==> src/rtl/nbit_pipe_register.sv <==
// nbit_pipe_register
//
// Multi-stage register slice with valid/ready flow control. A REG_WIDTH-bit payload moves
// through STAGES register stages at full throughput. The ready chain is combinational, so a
// bubble anywhere in the pipe is collapsed in the same cycle. The number of occupied stages
// is reported on count.
//
// Optional feature macro: NBIT_PIPE_FLUSH_EN adds a synchronous flush input. A flush clears
// every valid bit and blocks input for that cycle. Payload registers are left unchanged.
//
// Parameters:
//   REG_WIDTH  payload width in bits (>= 1)
//   STAGES     number of register stages (>= 1), equal to the unstalled latency
//   CNT_W      derived width of the occupancy count
//
// Ports:
//   ACLK       clock, rising edge
//   RST        asynchronous active-high reset
//   in_valid   upstream word valid
//   in_ready   slice accepts a word this cycle
//   in_data    upstream payload
//   out_valid  last stage holds a word
//   out_ready  downstream accepts the word this cycle
//   out_data   payload of the last stage
//   count      number of valid stages (0..STAGES)
//   flush      synchronous discard of all words (NBIT_PIPE_FLUSH_EN only)

module nbit_pipe_register #(
    parameter int unsigned REG_WIDTH = 32,
    parameter int unsigned STAGES    = 2,
    localparam int unsigned CNT_W    = $clog2(STAGES + 1)
) (
    input  logic                 ACLK,
    input  logic                 RST,
    input  logic                 in_valid,
    output logic                 in_ready,
    input  logic [REG_WIDTH-1:0] in_data,
    output logic                 out_valid,
    input  logic                 out_ready,
    output logic [REG_WIDTH-1:0] out_data,
    output logic [CNT_W-1:0]     count
`ifdef NBIT_PIPE_FLUSH_EN
    ,
    input  logic                 flush
`endif
);

    logic [STAGES-1:0]    v_q, v_d;
    logic [REG_WIDTH-1:0] d_q [STAGES];
    logic [REG_WIDTH-1:0] d_d [STAGES];
    logic [CNT_W-1:0]     count_q, count_d;
    logic [STAGES-1:0]    rdy;

    // A stage is ready unless it and every stage downstream of it are full while the output
    // stalls. Computing it from the full-tail keeps the chain free of a vector self-loop.
    always_comb begin : ready_chain
        logic tail_full;
        tail_full = 1'b1;
        rdy       = '0;
        for (int i = int'(STAGES) - 1; i >= 0; i--) begin
            tail_full = tail_full & v_q[i];
            rdy[i]    = ~tail_full | out_ready;
        end
    end

    always_comb begin
        v_d = v_q;
        d_d = d_q;

        if (rdy[0]) begin
            v_d[0] = in_valid;
            // Payload only captured with a valid word, so bubbles do not toggle data.
            if (in_valid) begin
                d_d[0] = in_data;
            end
        end

        for (int i = 1; i < int'(STAGES); i++) begin
            if (rdy[i]) begin
                v_d[i] = v_q[i-1];
                if (v_q[i-1]) begin
                    d_d[i] = d_q[i-1];
                end
            end
        end

`ifdef NBIT_PIPE_FLUSH_EN
        // Flush wins over any transfer; payload is intentionally preserved.
        if (flush) begin
            v_d = '0;
            d_d = d_q;
        end
`endif

        count_d = '0;
        for (int i = 0; i < int'(STAGES); i++) begin
            count_d = count_d + CNT_W'(v_d[i]);
        end
    end

    always_ff @(posedge ACLK or posedge RST) begin
        if (RST) begin
            v_q     <= '0;
            count_q <= '0;
            for (int i = 0; i < int'(STAGES); i++) begin
                d_q[i] <= '0;
            end
        end else begin
            v_q     <= v_d;
            count_q <= count_d;
            for (int i = 0; i < int'(STAGES); i++) begin
                d_q[i] <= d_d[i];
            end
        end
    end

`ifdef NBIT_PIPE_FLUSH_EN
    assign in_ready = rdy[0] & ~flush;
`else
    assign in_ready = rdy[0];
`endif
    assign out_valid = v_q[STAGES-1];
    assign out_data  = d_q[STAGES-1];
    assign count     = count_q;

endmodule

==> config.mk <==
export PLATFORM = sky130hd
export DESIGN_NAME = nbit_pipe_register
export DESIGN_NICKNAME = d
export VERILOG_FILES = /design/src/rtl/nbit_pipe_register.sv
export SDC_FILE = /design/constraint.sdc
export NUM_CORES = 1
export LEC_CHECK = 0
export ABC_AREA = 1
export CORE_ASPECT_RATIO = 1.1
export CORE_MARGIN = 5
export CORE_UTILIZATION = 41
export CTS_CLUSTER_SIZE = 25
export DETAILED_ROUTE_END_ITERATION = 12
export HOLD_SLACK_MARGIN = 0.08
export PLACE_DENSITY = 0.68
export SLEW_MARGIN = 20
export SYNTH_ARGS = -nofsm -noshare
export SYNTH_HDL_FRONTEND = slang
export SYNTH_SLANG_ARGS = --single-unit
==> constraint.sdc <==
create_clock -name ACLK -period 2.7 [get_ports ACLK]
set_input_delay 0.675 -clock ACLK [delete_from_list [all_inputs] [get_ports ACLK]]
set_output_delay 0.675 -clock ACLK [all_outputs]
set_load 0.02 [all_outputs]
==> impl_summary.md, run 1 <==
Status
The flow ran to the end, and the final reports show no timing, DRC or antenna violations.

STA
Setup repair after global routing left no endpoint under its margin. In this run the tightest slew margin relative to its limit is 0.7544. The max-slew violation count was 0. The final hold violation count is 0.

Static timing analysis puts the maximum clock frequency at between 0.3 and 0.4 GHz. The setup clock skew after layout is 0.007156 ns. For the pin with the worst max-slew slack, the measured transition is 0.3684 ns. Once routing completed, OpenROAD measured the worst setup slack at between 0.09 and 0.1 ns. The time the final worst path needs with I/O delays and setup is 2.603 ns. The share of the cycle needed by the critical path after routing is 0.9641. Summed over all failing endpoints, the final setup total negative slack is 0 ns. Setup violations remaining at the end of the flow were counted as 0.

Route
The via count is between 2,000 and 2,500. The first routing iteration left 77 violations. The detailed-routing iteration count for the pre-antenna-repair pass is 4. Dividing the detail-routed wire length by the instance count gives 14.07 um.

After detailed routing, the total wire length is approximately 6.3 mm. The post-route antenna net violation count is 0. The number of remaining DRC errors is 0.

In the routed layout, each cell is associated on average with a via count of between 4 and 5.

Setup path
At the worst endpoint, the required time is 2.03 ns. For this run, the slowest stage of the critical path takes a little over 0.6 ns. The biggest fanout along the worst timing path is 2.

The largest individual stage delay along the critical path comes from the cell clkdlybuf4s50_1. The family with the most delay on the worst path is buffers and inverters. Traced cell by cell, the critical path runs through clkdlybuf4s50_1, inv_1, nand3_4, clkdlybuf4s50_1. The worst setup path is of the primary input to output pin kind. The critical path capture point type is an output pin. The buffers plus inverters on the worst setup path is 3. STA classifies the critical path startpoint as a primary input. The cell seen most often among critical-path stages is clkdlybuf4s50_1. STA puts the critical path data arrival time at 1.93 ns.

Clock network
The H-tree was split into 3 levels. In this run the deepest clock path goes through 2 buffers. The number of buffers created by CTS is 9.

At the later pin of the worst-skew pair, clock insertion delay measures ~0.33 ns. Once the clock tree was built, the resizer swapped 0 gates to a different size. The number of buffers inserted to repair setup after CTS is 0. The number of hold-repair buffers added at the cts stage is 0. The TritonCTS clock tree is built. Clock-pin slew was measured on the worst setup and hold paths at 0.06 ns. The count of clock tree sinks is 68. The cell at the root of the clock tree is clkbuf_8.

Pwr
The share of total power dissipated in combinational logic is 0.300. The power share of the sequential group is 0.442. The static leakage power is 1.832 nW. Of the total power, the clock network draws 0.258. Of the total power, the share spent switching nets is 0.3172. For this design the total switching power over the nets is 0.9810 mW. In this run the power density over the cells is 848.0 mW/mm2. IR analysis of the VDD net gives a maximum drop of roughly 0.44 mV. The cell-internal power is around 2.1 mW.

GRT
Entering global routing, the biggest net connects slightly below 70 pins. The overall track demand over capacity in global routing is 0.1481. The initial antenna violation count is 0. The first global-routing pass estimated 10.54 mm of wire. The number of global-route vias before repair came to around 2,100.

After global routing the overflow that remains totals 0.

Synthesis
The most used standard cell by instance count after synthesis is nand2_1. After synthesis, the share of cell area in mux cells is 0. The number of distinct library cells after synthesis is 11. Counting flops with an async set or reset pin after synthesis yields a share of 1.000. The flip-flop and latch count after synthesis is a little under 70. Synthesis produced 321 cells. The largest family of logic cells by synthesized area is simple AND/OR/NAND/NOR gates.

The number of synthesized flops with an enable pin is 0. The share of the Yosys chip area taken by registers is 0.5839. Of the total synthesized cell area, the portion taken by full adders, half adders and majority gates is 0.004294.

Of the post-synthesis cell area, the dominant cell type holds 0.5839. The XOR/XNOR share of the synthesized area is 0. Synthesis produced a netlist with a net count of 358. After synthesis the cells add up to 0.002914 mm2.

Summed over all instances, the cell type with the most area after synthesis is dfrtp_1. The simple-gate share of the synthesized area is 0.2898. The commonest cells after synthesis are nand2_1, dfrtp_1, nand3_1. The compound-cell area share of the yosys netlist is 0. In the synthesized netlist the dominant register cell turns out to be dfrtp_1. After synthesis, the cell types taking the most area are dfrtp_1, nand2_1, nand3_1, buf_4, buf_2. The total of warnings raised by yosys is 0.

The average cell area after synthesis is 9.078 um2.

Hold path
The min-delay analysis places its worst path in the category flip-flop to flip-flop.

Finish
The share of the core filled with cells in the final layout is 0.5235. The proportion of layout cells with a drive suffix above 1 is 0.07143. The layout has 666 filler cells. The synthesis-to-finish area growth is 25.16%. The post-layout net count is a little under 400.

The repair_antennas step left the layout with diodes totalling 0.

Floorplanning
In this run the vertical extent of the chip is 98.42 um. The die covers 0.008895 mm2. The area of the core is ~0.0070 mm2. The number of primary I/O pins is 72. In this run the core area contains 32 standard-cell rows. Measured along the x axis, the die boundary spans 90.38 um. The initial utilization of the core area, before any placement, comes to 0.4183.

Place
Timing analysis after detailed placement gives a worst setup slack of 0.1035 ns. Input and output buffers added on the ports amount to 71. The congestion estimate from routability-driven global placement came to 0.7384. Detailed placement finished with a half-perimeter wire length of roughly 4 mm.

Job
The tool flagged a number of max-cap violations equal to 0.
[state kept, by name, summed over array words and instances, names as in the netlist]
name and count:
count 2, d_q 32, out_data 32, v_q 2
[stage by stage]
step	hold WS (ns)	cell area, um2	std cells	power [mW]
after floorplan	0.4425	2914	321	2.065
after global placement	0.4540	3463	434	2.307
after detailed placement	0.4571	3463	434	2.332
after CTS	0.4738	3647	449	3.138
after global routing	0.4897	3647	449	3.273
final	0.4673	3647	449	3.093
[cell type report]
cell class	count	area (um2)	area share
repair buffers	80	790.8	0.2168
multi-input cells	199	857.1	0.2350
clock buffers	13	148.9	0.04082
inverters	2	7.507	0.002058
clock inverters	2	35.03	0.009605
flip-flops and latches	68	1702	0.4666
well taps	85	106.4	0.02916
[metal layers]
layer	wire, um	vias up	GRT usage
li1	-	1061	-
met1	2608	1022	0.1884
met2	3149	69	0.2404
met3	404	13	0.02824
met4	153	0	0.07789
met5	0	-	0
[layout by cell type, fill, tap and decap left out, drive strengths merged]
| cell type | n |
|---|---|
| ha | 1 |
| nand2 | 133 |
| bufinv | 1 |
| clkdlybuf4s50 | 71 |
| nand3 | 65 |
| clkinv | 1 |
| clkbuf | 13 |
| dfrtp | 68 |
| buf | 9 |
| inv | 2 |
[logic make-up (layout without fill, tap and decap cells)]
| kind of cell | count (synthesis) | count (layout) |
|---|---|---|
| AND/OR/NAND/NOR | 198 | 198 |
| flip-flops | 68 | 68 |
| buffers and inverters | 54 | 97 |
| adder cells (fa/ha/maj) | 1 | 1 |
[tightest hold or removal path: stages, from the launching register on]
cell	delay (ns)
dfrtp_1	0.34
nand2_1	0.05
nand2_1	0.04
[power by group through the flow]
stage	sequential [mW]	clock (mW)	combinational [mW]
global placement	1.38	0	0.930
floorplan	1.36	0	0.702
CTS	1.37	0.820	0.948
global route	1.40	0.861	1.02
finish	1.37	0.797	0.929
detailed placement	1.39	0	0.946
[path summary, 6_finish.rpt]
kind,slack (ns),cells past startpoint,start,end
worst max-delay path,0.1,4,out_ready,in_ready
worst min-delay path,0.47,2,out_data[0],out_data[0]
worst max register to register,1.13,5,v_q[0],out_data[10]
worst min register to register,0.47,2,out_data[0],out_data[0]
max in group asynchronous,1.66,3,RST,d_q[60]
min in group asynchronous,0.74,3,RST,out_data[1]
Power figures use the tool's default switching activity.
==> run 2, diff against run 1 <==
Settings changed: CTS_CLUSTER_DIAMETER set to 30.
==> results of run 2 <==
The final DEF is identical to that of run 1; final timing and power are the same.
==> run 3, diff against run 2 <==
Settings changed: REMOVE_ABC_BUFFERS set to 1, SLEW_MARGIN 20 to 0.
==> run 3 against run 2 <==
  * Flip-flop and latch count unchanged
  * Non-clock buffer count down 1
  * Clock skew up 0.0027 ns
  * Power down 2.9%
  * Highest routed layer unchanged
  * First-iteration DRC count up 68%
  * Maximum frequency up 1.9%
  * Critical endpoint unchanged
  * Final cell count down 0.22%
  * Hold slack better by 0.00065 ns
  * Die area unchanged
  * Sequential share of layout area up 0.29 points
  * Design area down 0.62%
  * Largest cell class unchanged
==> impl_summary.md, run 3 (synthesis results as in run 1) <==
Route
The routed via count divided by cell count is 4.708. After detailed routing, the average wire length per cell comes to about 13 um. Across all layers, the routed design uses 2,109 vias. In the routed design, unresolved DRC markers number 0. The detail route stage leaves a number of antenna-violating nets equal to 0. The first detailed-routing pass took 4 iterations. The first routing iteration left 129 violations. Summed over all layers, the routed wires come to 5.880 mm.

Clock network
At the later pin of the worst-skew pair, clock insertion delay measures 0.33 ns. Buffers inserted to repair hold after CTS numbered 0. The number of buffers created by CTS is 9.

TritonCTS built the clock tree. The tree built by TritonCTS fans out to 68 sinks. The clock passes through at most 2 buffers. Post-CTS timing repair inserted 0 buffers for setup. The H-tree was split into 3 levels.

The cell at the root of the clock tree is clkbuf_8. Post-CTS repair changed the size of 0 cells. After clock tree synthesis, the clock-pin slew on the worst setup and hold paths is 0.06 ns.

Place
The routability-driven placement congestion ratio is 0.7350. The quantity of I/O buffers inserted on ports is 71. The cell area after placement is 0.003456 mm2. The HPWL reported at the end of detailed placement is 3.668 mm.

STA
The max-slew headroom at the worst pin is 0.7558. The final hold violation count is 0. For this run, the top clock speed supported by timing is ~0.4 GHz. Dividing the final minimum period by the clock period gives 0.9461. Setup violations remaining at the end of the flow were counted as 0. The max-slew violation count is 0. Hold timing on the final database bottoms out at a slack of 0.4680 ns.

Setup repair after global routing left no endpoint under its margin. The smallest clock period supported by the final layout is computed as 2.555 ns. The actual slew at the worst max-slew pin is 0.3663 ns.

For the final database, setup skew stands at between 0.009 and 0.01 ns. For the final routed database, the setup TNS stands at 0 ns.

Setup path
The most numerous cell type found on the critical path is clkdlybuf4s50_1. The critical path in this run is classified as primary input to output pin. On the worst path, the slowest cell contributes a delay of roughly 0.6 ns. Traced cell by cell, the critical path runs through clkdlybuf4s50_1, inv_1, nand3_4, clkdlybuf4s50_1. The arrival time reported for the critical path endpoint is 1.88 ns. The critical path capture point type is an output pin.

On the critical path, the stage with the largest delay is an instance of clkdlybuf4s50_1. The startpoint type of the worst setup path is a primary input. Of all nets on the critical path, the largest fanout is 2. At the worst endpoint, the required time is slightly above 2 ns.

Floorplanning
Row generation in the floorplan step produced 32 rows. The die outline width is 90.38 um. The effective utilization at floorplan is 0.4183. The floorplan step defined a core boundary enclosing 0.006967 mm2. The die footprint is a little under 0.009 mm2. The die extent in y is just under 100 um. The number of primary I/O pins is 72.

Finish
The final cell area excluding filler cells is 0.003625 mm2. The proportion of layout cells with a drive suffix above 1 is 0.07163. The multi-input combinational cell area is around 860 um2.

The number of antenna repair diodes is 0. After filler insertion, the fill cell instance count of the layout stands at between 600 and 700. At the end of the flow, the number of nets in the layout was 396. In the layout the commonest cells are nand2_1, clkdlybuf4s50_1, dfrtp_1. The sequential cell area is between 0.0015 and 0.002 mm2. Leaving out fill and tap cells, the most frequent cell in the layout is nand2_1. The synthesis-to-finish area growth is 24.39%.

Pwr
The ratio of total power to cell area is 829.0 mW/mm2. The worst-case IR drop observed on VDD is 0.3593 mV. In this run the static leakage power is 1.823 nW.

GRT
The number of global-route vias before repair was just over 2,000. The initial antenna violation count came to 0. The largest net degree at the start of global routing is around 70.

The overall track demand over capacity in global routing is 0.1398. For this run the aggregate overflow at the end of global routing stands at 0. The wire length of the first global-routing pass is 10.01 mm.

Job
Across the run, the number of max-cap violations was 0.

Status
The flow ran to the end, and the final reports show no timing, DRC or antenna violations.

Hold path
The path class of the lowest-slack min-delay path is flip-flop to flip-flop.
-- run 3: critical path: cells and delay by family --
family,cells,cell delay [ns]
buffers and inverters,3,1.14
AND/OR/NAND/NOR,1,0.07
-- run 3: power breakdown --
part | switching [mW] | internal, mW
registers | 0.121 | 1.24
logic | 0.496 | 0.421
clock network | 0.348 | 0.377
total | 0.966 | 2.04
-- run 3: path summary, 6_finish.rpt --
check                                  start            to  slack (ns)  cells past startpoint
worst min-delay path            out_data[18]  out_data[18]        0.47                      2
worst max-delay path               out_ready      in_ready        0.15                      4
worst max register to register        v_q[1]       d_q[32]        1.21                      6
max in group asynchronous                RST       d_q[53]        1.68                      3
min in group asynchronous                RST       d_q[59]        0.74                      3
worst min register to register  out_data[18]  out_data[18]        0.47                      2
-- run 3: area by class of cell --
type,count,area share
Tap cell,85,0.02934
Sequential cell,68,0.4695
Clock buffer,13,0.04384
Clock inverter,2,0.002761
Multi-Input combinational cell,199,0.2365
Timing Repair Buffer,79,0.2161
Inverter,2,0.002071
-- run 3: metal layers --
metal / up-vias / routed length [um] / global-route usage / share of wire
met5: - / 0 / 0 / 0
met4: 0 / 51 / 0.05842 / 0.0087
met3: 6 / 338 / 0.03740 / 0.057
met2: 52 / 2836 / 0.2247 / 0.48
met1: 992 / 2652 / 0.1791 / 0.45
li1: 1059 / - / - / -
-- run 3: stage by stage --
step | cells | util | total power, mW | worst slack (ns)
after global placement | 433 | 0.4960 | 2.297 | 0.1409
after floorplan | 269 | - | 1.826 | 0.3135
after global routing | 448 | 0.5203 | 3.198 | 0.09680
final | 448 | 0.5203 | 3.005 | 0.1455
after CTS | 448 | 0.5203 | 3.054 | 0.1349
after detailed placement | 433 | 0.4960 | 2.315 | 0.1449
